## src/rtl/fetch_realign_buf_pkg.sv

```systemverilog
// Shared types and constants for the realigning fetch buffer.
// Optional compressed-instruction support is selected by the CVA6_CEXT_EN macro
// in the files that import this package.
package fetch_realign_buf_pkg;

   localparam int FETCH_XLEN        = 32;
   localparam int FETCH_HW_PER_WORD = 2;

   typedef struct packed {
      logic [FETCH_XLEN-1:0] data;
      logic [FETCH_XLEN-1:0] addr;
   } fetch_req_t;

   typedef struct packed {
      logic [FETCH_XLEN-1:0] instr;
      logic [FETCH_XLEN-1:0] pc;
      logic                  is_compressed;
   } realign_instr_t;

   // A halfword starts a 16-bit instruction unless its two low bits are both set.
   function automatic logic hw_is_compressed(input logic [1:0] low_bits);
      return low_bits != 2'b11;
   endfunction

endpackage

```

## src/rtl/realign_hw_fifo.sv

```systemverilog
// Halfword ring buffer: push 0/1/2 halfwords, pop 0/1/2 halfwords, and peek
// at the two oldest slots. Pointers wrap naturally because HW_DEPTH is a power of two.
module realign_hw_fifo
   import fetch_realign_buf_pkg::*;
#(
   parameter int HW_DEPTH = 8
) (
   input  logic                       clk_i,
   input  logic                       rst_i,
   input  logic                       flush_i,
   input  logic [1:0]                 push_cnt_i,
   input  logic [15:0]                push_hw0_i,
   input  logic [15:0]                push_hw1_i,
   input  logic [1:0]                 pop_cnt_i,
   output logic [$clog2(HW_DEPTH):0]  count_o,
   output logic [15:0]                peek0_o,
   output logic [15:0]                peek1_o
);

   localparam int PTR_W = $clog2(HW_DEPTH);
   localparam int CNT_W = PTR_W + 1;

   logic [15:0]      mem_q [HW_DEPTH];
   logic [PTR_W-1:0] head_q, head_d;
   logic [PTR_W-1:0] tail_q, tail_d;
   logic [CNT_W-1:0] count_q, count_d;
   logic [PTR_W-1:0] head_p1;
   logic [PTR_W-1:0] tail_p1;

   assign head_p1 = head_q + PTR_W'(1);
   assign tail_p1 = tail_q + PTR_W'(1);

   // Pointer and occupancy next-state; flush empties the ring in one cycle.
   always_comb begin
      head_d  = head_q + PTR_W'(pop_cnt_i);
      tail_d  = tail_q + PTR_W'(push_cnt_i);
      count_d = count_q + CNT_W'(push_cnt_i) - CNT_W'(pop_cnt_i);
      if (flush_i) begin
         head_d  = '0;
         tail_d  = '0;
         count_d = '0;
      end
   end

   // Control state register.
   always_ff @(posedge clk_i) begin
      if (rst_i) begin
         head_q  <= '0;
         tail_q  <= '0;
         count_q <= '0;
      end else begin
         head_q  <= head_d;
         tail_q  <= tail_d;
         count_q <= count_d;
      end
   end

   // Slot storage; contents past the count are don't-care, so no reset.
   always_ff @(posedge clk_i) begin
      if (!flush_i && (push_cnt_i != 2'd0)) begin
         mem_q[tail_q] <= push_hw0_i;
      end
      if (!flush_i && push_cnt_i[1]) begin
         mem_q[tail_p1] <= push_hw1_i;
      end
   end

   assign count_o = count_q;
   assign peek0_o = mem_q[head_q];
   assign peek1_o = mem_q[head_p1];

endmodule

```

## src/rtl/fetch_realign_buf.sv

```systemverilog
// Realigning fetch buffer: turns a stream of 32-bit fetch words into one whole
// instruction per cycle (16-bit or 32-bit), each tagged with its PC.
// Define CVA6_CEXT_EN to enable compressed-instruction support; without it every
// instruction is 32-bit and the PC steps by 4.
module fetch_realign_buf
   import fetch_realign_buf_pkg::*;
#(
   parameter int XLEN     = 32,
   parameter int HW_DEPTH = 8
) (
   input  logic            clk_i,
   input  logic            rst_i,
   input  logic            flush_i,
   input  logic            fetch_valid_i,
   output logic            fetch_ready_o,
   input  logic [XLEN-1:0] fetch_data_i,
   input  logic [XLEN-1:0] fetch_addr_i,
   output logic            instr_valid_o,
   input  logic            instr_ready_i,
   output logic [XLEN-1:0] instr_o,
   output logic [XLEN-1:0] instr_pc_o,
   output logic            instr_is_compressed_o
);

   localparam int CNT_W = $clog2(HW_DEPTH) + 1;
   // A whole word fits only while at least two slots are free.
   localparam logic [CNT_W-1:0] FREE_MIN_CNT = CNT_W'(HW_DEPTH - FETCH_HW_PER_WORD);

   fetch_req_t       req;
   realign_instr_t   out_instr;
   logic [CNT_W-1:0] count;
   logic [15:0]      hw0;
   logic [15:0]      hw1;
   logic [1:0]       push_cnt;
   logic [15:0]      push_hw0;
   logic [15:0]      push_hw1;
   logic [1:0]       pop_cnt;
   logic             push;
   logic             pop;
   logic             head_is_c;
   logic             head_valid;
   logic [XLEN-1:0]  pc_q, pc_d;
   logic             pc_valid_q, pc_valid_d;
   logic             unused_addr_lsbs;

   assign req = '{data: fetch_data_i, addr: fetch_addr_i};
   // Byte offset bits are not needed by every build configuration.
   assign unused_addr_lsbs = ^req.addr[1:0];

   // Readiness depends only on registered occupancy, never on instr_ready_i.
   assign fetch_ready_o = !flush_i && (count <= FREE_MIN_CNT);
   assign push          = fetch_valid_i && fetch_ready_o;

   // Shape the accepted word into halfword pushes.
   always_comb begin
      push_cnt = 2'd0;
      push_hw0 = req.data[15:0];
      push_hw1 = req.data[31:16];
`ifdef CVA6_CEXT_EN
      if (push) begin
         if (req.addr[1]) begin
            // Fetch entered mid-word: the low halfword precedes the target PC.
            push_cnt = 2'd1;
            push_hw0 = req.data[31:16];
         end else begin
            push_cnt = 2'(FETCH_HW_PER_WORD);
         end
      end
`else
      if (push) begin
         push_cnt = 2'(FETCH_HW_PER_WORD);
      end
`endif
   end

   realign_hw_fifo #(
      .HW_DEPTH (HW_DEPTH)
   ) u_fifo (
      .clk_i      (clk_i),
      .rst_i      (rst_i),
      .flush_i    (flush_i),
      .push_cnt_i (push_cnt),
      .push_hw0_i (push_hw0),
      .push_hw1_i (push_hw1),
      .pop_cnt_i  (pop_cnt),
      .count_o    (count),
      .peek0_o    (hw0),
      .peek1_o    (hw1)
   );

`ifdef CVA6_CEXT_EN
   assign head_is_c = hw_is_compressed(hw0[1:0]);
`else
   assign head_is_c = 1'b0;
`endif

   // A 32-bit head waits for its second halfword, which may arrive with the next word.
   assign head_valid = head_is_c ? (count != '0) : (count >= CNT_W'(2));
   assign pop        = head_valid && instr_ready_i;

   // Halfwords consumed by the decoder this cycle.
   always_comb begin
      pop_cnt = 2'd0;
      if (pop) begin
         pop_cnt = head_is_c ? 2'd1 : 2'd2;
      end
   end

   // Assemble the head instruction; all fields read zero when nothing is valid.
   always_comb begin
      out_instr = '0;
      if (head_valid) begin
         out_instr.instr         = head_is_c ? {16'h0000, hw0} : {hw1, hw0};
         out_instr.pc            = pc_q;
         out_instr.is_compressed = head_is_c;
      end
   end

   assign instr_valid_o         = head_valid;
   assign instr_o               = out_instr.instr;
   assign instr_pc_o            = out_instr.pc;
   assign instr_is_compressed_o = out_instr.is_compressed;

   // Head PC: captured from the first word after reset/flush, then advanced per pop.
   always_comb begin
      pc_d       = pc_q;
      pc_valid_d = pc_valid_q;
      if (flush_i) begin
         pc_valid_d = 1'b0;
      end else begin
         if (pop) begin
            pc_d = pc_q + (head_is_c ? XLEN'(2) : XLEN'(4));
         end
         // An empty buffer has no PC yet, so this never coincides with a pop.
         if (push && !pc_valid_q) begin
`ifdef CVA6_CEXT_EN
            pc_d = {req.addr[XLEN-1:1], 1'b0};
`else
            pc_d = {req.addr[XLEN-1:2], 2'b00};
`endif
            pc_valid_d = 1'b1;
         end
      end
   end

   // PC register.
   always_ff @(posedge clk_i) begin
      if (rst_i) begin
         pc_q       <= '0;
         pc_valid_q <= 1'b0;
      end else begin
         pc_q       <= pc_d;
         pc_valid_q <= pc_valid_d;
      end
   end

endmodule

```

## config.mk

```make
export PLATFORM = sky130hd
export DESIGN_NAME = fetch_realign_buf
export DESIGN_NICKNAME = d
export VERILOG_FILES = /design/src/rtl/fetch_realign_buf_pkg.sv /design/src/rtl/realign_hw_fifo.sv /design/src/rtl/fetch_realign_buf.sv
export SDC_FILE = /design/constraint.sdc
export NUM_CORES = 1
export LEC_CHECK = 0
export BUFFER_PORTS_ARGS = -buffer_cell sky130_fd_sc_hd__buf_2
export CAP_MARGIN = 20
export CORE_MARGIN = 2
export CORE_UTILIZATION = 50
export CTS_BUF_LIST = sky130_fd_sc_hd__clkbuf_4 sky130_fd_sc_hd__clkbuf_8 sky130_fd_sc_hd__clkbuf_16
export DETAILED_ROUTE_END_ITERATION = 8
export HOLD_SLACK_MARGIN = 0.05
export PLACE_DENSITY = 0.73
export SYNTH_ARGS = -nofsm -noshare
export SYNTH_HDL_FRONTEND = slang
export SYNTH_SLANG_ARGS = --single-unit
```

## constraint.sdc

```tcl
create_clock -name clk_i -period 2.7 [get_ports clk_i]
set_input_delay 0.135 -clock clk_i [delete_from_list [all_inputs] [get_ports clk_i]]
set_output_delay 0.135 -clock clk_i [all_outputs]
set_load 0.005 [all_outputs]
```

# Word level (Yosys, flattened, before mapping)
# Memories as Yosys holds them, arrays and structs flattened. A register that Yosys moved wholly into a read port is not among the register bits.
# Cells that the tools add are included.
classes:
  n_lt_le_gt_ge: 2
  reduce_logical: 12
  addsub: 7
  n_mux: 10
  bitwise_logic: 1
ops:
  columns: ["op", "count"]
  rows:
  - ["$mux W65", 1]
  - ["$mux W32", 2]
  - ["$add A32 B3 Y32 const B", 1]
  - ["$add A3 B1 Y3 const B", 2]
  - ["$add A3 B2 Y3", 2]
  - ["$logic_and A1 B1 Y1", 6]
  - ["$add A4 B2 Y4", 1]
  - ["$ge A4 B2 Y1 const B", 1]
  - ["$le A4 B3 Y1 const B", 1]
  - ["$mux W1", 4]
  - ["$mux W2", 2]
  - ["$reduce_bool A2 Y1", 2]
  - ["$sub A4 B2 Y4", 1]
  - ["$mux W3", 1]
  - ["$logic_not A1 Y1", 2]
  - ["$reduce_and A2 Y1", 1]
  - ["$reduce_or A2 Y1", 1]
  - ["$not A1 Y1", 1]
totals:
  n_memories: 1
  out_inout_bits: 67
  mem_bits_rw: 128
  wordCells: 38
  in_bits: 69
  regBits: 43
memory_table:
  columns: ["memory", "words", "word_bits", "rd", "rd_ports_with_merged_regs", "wr", "line_no", "source"]
  rows:
  - ["u_fifo.mem_q", 8, 16, 2, 1, 2, "realign_hw_fifo.sv:23", "logic [15:0] mem_q [HW_DEPTH];"]

# Longest topological paths before layout
# Gate-level depths: netlist (run 1).
depth:
  depth_word: 8
  depth_mapped: 12
  mapped_depth_nobuf: 9

# By module
# Synthesis (run 1) repeated with hierarchy kept, for this count alone.
hier_totals:
  cells_unflattened: 787
  hier_area_um2: 10486.3
by_module_without_submodules:
  columns: ["mod", "seq_area_each_um2", "cells_each", "instances", "area_each_um2"]
  rows:
  - ["realign_hw_fifo", 4043.9, 459, 1, 8067.7]
  - ["fetch_realign_buf", 620.6, 328, 1, 2418.6]

# Worst setup path after synthesis (run 1)
# OpenSTA, ideal clock, no wires.
synth_path:
  path_type: "reg-to-reg"
  from: "register u_fifo.count_q[3], in the netlist u_fifo.count_o[3]"
  to: "memory u_fifo.mem_q[1][10] (data pin)"
  setup_time_ns: 0.260
  synth_period_minus_slack_ns: 2.893
  arrival_ns: 2.633
  stages_incl_launch_ff: 8
  n_path_buf: 1
  required_ns: 2.440
  setup_slack_ns: -0.193
  cell_sequence: "dfxtp_1 > inv_1 > ha_1 > a21boi_0 > nor3b_1 > nor3b_2 > buf_2 > mux2_2"
synth_rtl:
  columns: ["element", "line_no", "source"]
  rows:
  - ["start: declaration", "realign_hw_fifo.sv:26", "logic [CNT_W-1:0] count_q, count_d;"]
  - ["start signal: assignment", "realign_hw_fifo.sv:54", "count_q <= count_d;"]
  - ["end: declaration", "realign_hw_fifo.sv:23", null]

# Worst setup path in the final report (run 1)
layout_path:
  from: "register u_fifo.count_q[2], in the netlist u_fifo.count_o[2]"
  to: "output port instr_o[4]"
layout_via:
  elab_chain_cells: 2
layout_lines:
  columns: ["element", "line_no", "source"]
  rows:
  - ["$ge A4 B2 Y1", "fetch_realign_buf.sv:98", "assign head_valid = head_is_c ? (count != '0) : (count >= CNT_W'(2));"]
  - ["$mux W65", "fetch_realign_buf.sv:112", "if (head_valid) begin"]
  - ["end: declaration", "fetch_realign_buf.sv:20", "output logic [XLEN-1:0] instr_o,"]
# No other way between the ends.

==> results of run 1 <==
[cell families (layout without fill, tap and decap cells)]
| logic type | Yosys count | after routing | share of synthesized area, % |
|---|---|---|---|
| buffers and inverters | 45 | 238 | 2.44 |
| XOR/XNOR | 29 | 29 | 3.22 |
| adder cells (fa/ha/maj) | 7 | 7 | 1.30 |
| multiplexers | 97 | 97 | 18.4 |
| other | 1 | 3 | 0.0475 |
| AND/OR/NAND/NOR | 181 | 181 | 12.8 |
| flip-flops | 166 | 166 | 58.3 |
| AO/OA/AOI/OAI | 37 | 37 | 3.46 |
[report_power, final]
group	switching (mW)	internal (mW)
logic	1.00	0.929
clock network	0.973	1.47
registers	0.134	2.94
total	2.11	5.34
[metrics by stage]
| step | worst slack (ns) | hold slack [ns] | area, µm² | instances | util, % |
|---|---|---|---|---|---|
| 2_1_floorplan | 0.00602 | 0.234 | 7910 | 565 | - |
| 3_3_place_gp | 0.299 | 0.396 | 8870 | 886 | 57.9 |
| 3_5_place_dp | 0.221 | 0.404 | 8870 | 886 | 57.9 |
| 4_1_cts | 0.123 | 0.0523 | 9990 | 969 | 65.2 |
| 5_1_grt | 0.0656 | 0.0606 | 9990 | 969 | 65.2 |
| 6_report | 0.233 | 0.0649 | 9990 | 969 | 65.2 |
[layout make-up]
cell class	count	share of cell area (%)
flip-flops and latches	166	46.1
multi-input cells	354	31.3
repair buffers	199	13.6
clock buffers	18	4.33
well taps	211	2.64
clock inverters	14	1.75
inverters	7	0.301
[critical path, stage by stage (launching register included)]
cell	delay (ns)
dfxtp_1	0.35
inv_1	0.09
ha_1	0.20
nor2b_2	0.20
inv_2	0.07
buf_4	0.21
buf_4	0.42
and2_1	0.24
buf_2	0.13
[routing by layer]
layer  vias up  wire length (µm)
met1      2575              7000
li1       2489                 -
met3        33               867
met5         -                 0
met4         0               428
met2       172              8330
[synthesized netlist by cell type (all sizes together)]
cell type  count  area (µm²)
edfxtp       128        3840
and2          64         402
mux2          64         721
nor2          40         150
dfxtp         38         761
mux4          32         721
a211oi        26         195
clkbuf        26        97.6
xor2          19         166
nand3         17        90.1
nand2         16        60.1
buf           12        68.8
nand4         10        62.6
xnor2         10        87.6
inv            7        26.3
nor3           6        30.0
nor4           6        43.8
ha             5        62.6
and3           4        26.3
nor3b          4        35.0
or4            4        37.5
a21oi          3        15.0
and4           3        26.3
fa             2        40.0
nor2b          2        12.5
o211ai         2        15.0
a21bo          1        10.0
a21boi         1        7.51
a311oi         1        8.76
and3b          1        8.76
conb           1        3.75
mux2i          1        10.0
nand2b         1        6.26
nand3b         1        7.51
o21a           1        7.51
o21ai          1        5.00
o221ai         1        8.76
or2            1        6.26
or3            1        6.26
[registers in the layout, summed over array words and instances, names as in the netlist]
name,cells
u_fifo.head_q,2
u_fifo.tail_q,2
pc_q,30
u_fifo.count_o,3
pc_valid_q,1
u_fifo.mem_q,128
[timing repair]
| action | CTS | global route |
|---|---|---|
| gates resized for setup | 0 | 1 |
| hold buffers | 51 | 0 |
| setup endpoints to repair | 0 | 8 |
| hold endpoints to repair | 106 | 0 |
[worst paths after layout]
kind                                              startpoint                             to
worst max-delay path            u_fifo.count_o[2]$_SDFF_PP0_                     instr_o[4]
worst min-delay path                        fetch_data_i[16]   u_fifo.mem_q[5][0]$_DFFE_PN_
worst min register to register       pc_valid_q$_SDFFE_PP0P_        pc_valid_q$_SDFFE_PP0P_
worst max register to register  u_fifo.count_o[3]$_SDFF_PP0_  u_fifo.mem_q[1][13]$_DFFE_PN_
==> summary.txt, run 1 <==
Run status
  – Status: finished, final reports clean

Clock tree
  – CTS H-tree lvls: 4
  – Postcts setup bufs: 0
  – TritonCTS clock tree: yes
  – Skew-Pair Late Insertion Delay: 0.42 ns
  – Clock sinks: 166
  – Root Driver: clkbuf_16
  – Max clock buf depth: 2
  – Clk pin slew, worst setup/hold paths: 0.06 ns
  – Num CTS Buffers: 17

Die
  – Core footprint: 15300 µm²
  – Die Y: 130 µm
  – I/O Pins: 136
  – Die area: 16800 µm²
  – Initial core utilization: 51.5%
  – Die W: 130 µm
  – Std-Cell Rows: 45

Routing
  – Routed len/inst: 17.2 µm
  – DRT Pass-1 Iters: 5
  – DR vias: 5269
  – Via density: 5.44
  – Final WL: 16.6 mm
  – Antenna Nets Post-Route: 0
  – Starting DRC count in detailed routing: 304
  – DRC: 0

Global routing
  – First-pass GRT wire length: 26.1 mm
  – Vias in the first global route: 5349
  – Initial antenna violation count: 0
  – GRT Util Overall: 20.4%
  – Met3 Use GR: 4.38%
  – GRT busiest layer: met2
  – GR Overflow Total: 0
  – Met1 Track Usage GR: 25.5%
  – Largest net degree at the start of global routing: 49
  – Met2 usage: 34.6%

Power and ir drop
  – Peak VDD IR: 0.592 mV
  – PD cells: 746 nW/µm²
  – Total Power: 7.45 mW
  – Cell leakage power: 3.64 nW

Finish
  – Multi-input logic area: 3120 µm²
  – # fillers: 1119
  – Area growth, synth to finish: 26.6%
  – Share of post-route cells with drive strength above 1: 38.5%
  – Commonest cells after routing, fill and taps aside: 130 x buf_2, 128 x edfxtp_1, 64 x mux2_2
  – # nets final: 821
  – Most common cell after layout, fill and taps aside: buf_2
  – Reg area: 4610 µm²
  – Diodes inserted: 0

Timing
  – Setup Viol. Count Final: 0
  – Rel. slew slack: 50.0%
  – Final-report max-slew violation count: 0
  – Final period util: 91.4%
  – Aggregate negative setup slack: 0 ns
  – RSZ-0062 raised after global routing: no
  – Worst Tran Pin Value: 0.750 ns
  – Fin. Hold Viols: 0
  – Tmin final: 2.47 ns
  – Clock Skew: 0.00949 ns
  – Peak Freq: 405 MHz

Setup path
  – Crit-path max FO: 44
  – Worst setup path class: flop to output pin
  – CP startpoint kind: flop
  – Worst Path Required: 2.57 ns
  – R2R cell count: 8
  – Arr. time, crit path: 2.33 ns
  – CP Capture Type: output pin
  – Worst reg-to-reg setup slack: 0.24 ns

Min path
  – Worst hold path class: primary input to flop
  – Hold path depth: 2

Run
  – MaxCap Viol Count: 0

Placed design
  – GP Congestion: 0.835
  – PortBufs: 130
  – HPWL after DPL: 10.5 mm

Synth
  – Seq cells post-synth: 166
  – Avg Cell Area, Syn: 14.0 µm²
  – Sequential fraction of the synthesis area: 58.3%
  – Yosys warnings: 0
  – Synth cell types: 48
  – Cell Area, Synth: 7890 µm²
  – Synthesized netlist cell count: 563
(Power assumes the default switching activity.)
==> run 2, diff against run 1 <==
- ABC_AREA: not set -> 1
==> summary.txt, run 2 <==
Run status
  – Status: finished, final reports clean

Routing
  – Met2 WL: 10.1 mm
  – Final WL: 20.5 mm
  – Routed wl met3: 1.26 mm
  – DR vias: 7329
  – Metal1 wirelength: 8.68 mm
  – Routed len/inst: 14.3 µm
  – Starting DRC count in detailed routing: 565
  – DRC: 0
  – Via density: 5.14
  – Antenna Nets Post-Route: 0
  – DRT Pass-1 Iters: 7
  – DR top layer: met4

Finish
  – Area growth, synth to finish: 20.7%
  – Most common cell after layout, fill and taps aside: nor2_1
  – Commonest cells after routing, fill and taps aside: 232 x nor2_1, 230 x nand2_1, 132 x o21ai_0
  – # nets final: 1269
  – Reg area: 4610 µm²
  – Final non-filler cell total: 1426
  – Biggest register: u_fifo.mem_q
  – Diodes inserted: 0
  – Multi-input logic area: 3350 µm²
  – # fillers: 1420
  – Share of post-route cells with drive strength above 1: 16.8%
  – Max reg flops: 128

Global routing
  – GR Overflow Total: 0
  – GRT Util Overall: 22.8%
  – Vias in the first global route: 6611
  – Largest net degree at the start of global routing: 66
  – First-pass GRT wire length: 32.3 mm
  – Initial antenna violation count: 0

Min path
  – Worst hold path class: primary input to flop

Clock tree
  – TritonCTS clock tree: yes
  – Postcts setup bufs: 0
  – CTS H-tree lvls: 4
  – Root Driver: clkbuf_16
  – PostCTS Resize Cnt: 0
  – Clock sinks: 166
  – Max clock buf depth: 2
  – Skew-Pair Late Insertion Delay: 0.43 ns
  – Clk pin slew, worst setup/hold paths: 0.06 ns
  – Num CTS Buffers: 17

Setup path
  – Critical path's slowest cell: buf_4
  – Arr. time, crit path: 2.17 ns
  – Top cell by count, worst path: inv_1
  – Worst Path Required: 2.57 ns
  – CP Cell Sequence: inv_1 -> ha_1 -> inv_1 -> or2_4 -> inv_2 -> buf_4 -> nor2_1 -> buf_2
  – CP Capture Type: output pin
  – CP startpoint kind: flop
  – Worst setup path class: flop to output pin
  – Crit-path max FO: 25
  – CP max stage delay: 0.35 ns

Synth
  – Seq cells post-synth: 166
  – Post-synth top cells: 232 x nor2_1, 230 x nand2_1, 132 x o21ai_0
  – Synth cell types: 32
  – Post-synth EDFFs: 128
  – Share of the synthesized area in the top cell type: 44.9%
  – Sequential fraction of the synthesis area: 53.7%
  – Avg Cell Area, Syn: 8.22 µm²
  – Most frequent cell after synthesis: nor2_1
  – Yosys warnings: 0
  – Top FF cell, synth: edfxtp_1
  – Top cells by area in the synthesized netlist: edfxtp_1 45%, nor2_1 10%, nand2_1 10%, dfxtp_1 8.9%, o21ai_0 7.7%
  – Ys async rst share: 0%
  – Synthesized netlist cell count: 1042
  – Post-synth top area cell: edfxtp_1
  – Cell Area, Synth: 8570 µm²

Die
  – Core footprint: 16600 µm²
  – I/O Pins: 136
  – Die W: 135 µm
  – Die Y: 135 µm
  – Initial core utilization: 51.5%
  – Die area: 18200 µm²
  – Std-Cell Rows: 47

Timing
  – Aggregate negative setup slack: 0 ns
  – Fin. Hold Viols: 0
  – Setup Viol. Count Final: 0
  – Peak Freq: 433 MHz
  – Worst Tran Pin Value: 0.735 ns
  – Final-report max-slew violation count: 0
  – RSZ-0062 raised after global routing: no
  – Clock Skew: 0.00997 ns
  – Tmin final: 2.31 ns
  – Final period util: 85.5%
  – Rel. slew slack: 51.0%

Power and ir drop
  – PD cells: 710 nW/µm²
  – Psw: 2.43 mW
  – Combinational Power Share: 28.1%
  – Peak VDD IR: 0.533 mV
  – Cell leakage power: 3.99 nW
  – Switching fraction of total power: 33.1%
  – Pint: 4.91 mW
  – Sequential power share: 40.7%
  – Total Power: 7.34 mW
  – Clock power share: 31.3%

Placed design
  – DP Cell Count: 1352
  – GP Congestion: 0.884
  – HPWL after DPL: 12.8 mm
  – PortBufs: 130

Run
  – MaxCap Viol Count: 0
-- run 2: cell count changes in the layout (fill, tap and decap cells not counted), sizes merged, moves of 32 or more --
| cell | previous run | this run |
|---|---|---|
| a21oi | 3 | 61 |
| nor2 | 40 | 238 |
| mux2 | 64 | 0 |
| nand2 | 16 | 238 |
| o21ai | 1 | 142 |
| and2 | 64 | 0 |
| inv | 8 | 81 |
| mux4 | 32 | 0 |
-- run 2: area by class of cell --
cell class	count	share of cell area, %
tap	220	2.66
multi-input combinational	743	32.4
sequential	166	44.5
timing repair buffer	187	12.2
inverter	78	2.83
clock buffer	18	4.19
clock inverter	14	1.20
-- run 2: cell families (layout without fill, tap and decap cells) --
group / after synthesis / count (layout) / share of synthesized area, %
flip-flops: 166 / 166 / 53.7
buffers and inverters: 135 / 297 / 7.24
AND/OR/NAND/NOR: 527 / 527 / 25.4
AO/OA/AOI/OAI: 203 / 203 / 12.0
adder cells (fa/ha/maj): 7 / 7 / 1.20
other: 1 / 3 / 0.0438
XOR/XNOR: 3 / 3 / 0.307
-- run 2: metal layers --
layer,global-route usage (%),vias to the layer above
li1,-,3715
met4,8.65,0
met5,0,-
met2,38.4,250
met3,4.43,41
met1,29.3,3323
-- run 2: stage by stage --
stage / hold slack (ns) / cell area [µm²] / utilization, % / worst slack, ns
2_1_floorplan: 0.234 / 8570 / - / 0.501
3_3_place_gp: 0.364 / 9360 / 56.3 / 0.423
3_5_place_dp: 0.364 / 9360 / 56.3 / 0.409
4_1_cts: 0.0573 / 10300 / 62.1 / 0.370
5_1_grt: 0.0766 / 10300 / 62.1 / 0.234
6_report: 0.0727 / 10300 / 62.1 / 0.392
-- run 2: what timing repair did --
| action | CTS | global route |
|---|---|---|
| endpoints found under the hold margin | 134 | 0 |
| hold buffers | 42 | 0 |
| setup endpoints to repair | 0 | 0 |
-- run 2: worst max-delay path: cells and delay by family (launching register included) --
kind,cells,cell delay [ns]
DFF,1,0.32
buffers and inverters,5,0.95
adders and majority gates,1,0.15
and+or+nand+nor,2,0.31
-- run 2: power groups by stage --
stage          sequential [mW]  clock (mW)  combinational, mW
2_1_floorplan             3.02           0               1.28
3_3_place_gp              3.04           0               1.99
3_5_place_dp              3.04           0               2.00
4_1_cts                   2.99        2.33               2.06
5_1_grt                   3.00        2.43               2.30
6_report                  2.99        2.29               2.06
-- run 2: path summary, 6_finish.rpt --
path | start | end | slack, ns | cells after the start
setup / recovery | u_fifo.count_o[2]$_SDFF_PP0_ | instr_pc_o[17] | 0.39 | 8
hold / removal | fetch_addr_i[14] | pc_q[14]$_SDFFE_PP0P_ | 0.07 | 5
setup reg to reg | u_fifo.count_o[3]$_SDFF_PP0_ | u_fifo.count_o[3]$_SDFF_PP0_ | 0.40 | 10
hold reg to reg | pc_q[31]$_SDFFE_PP0P_ | pc_q[31]$_SDFFE_PP0P_ | 0.48 | 2
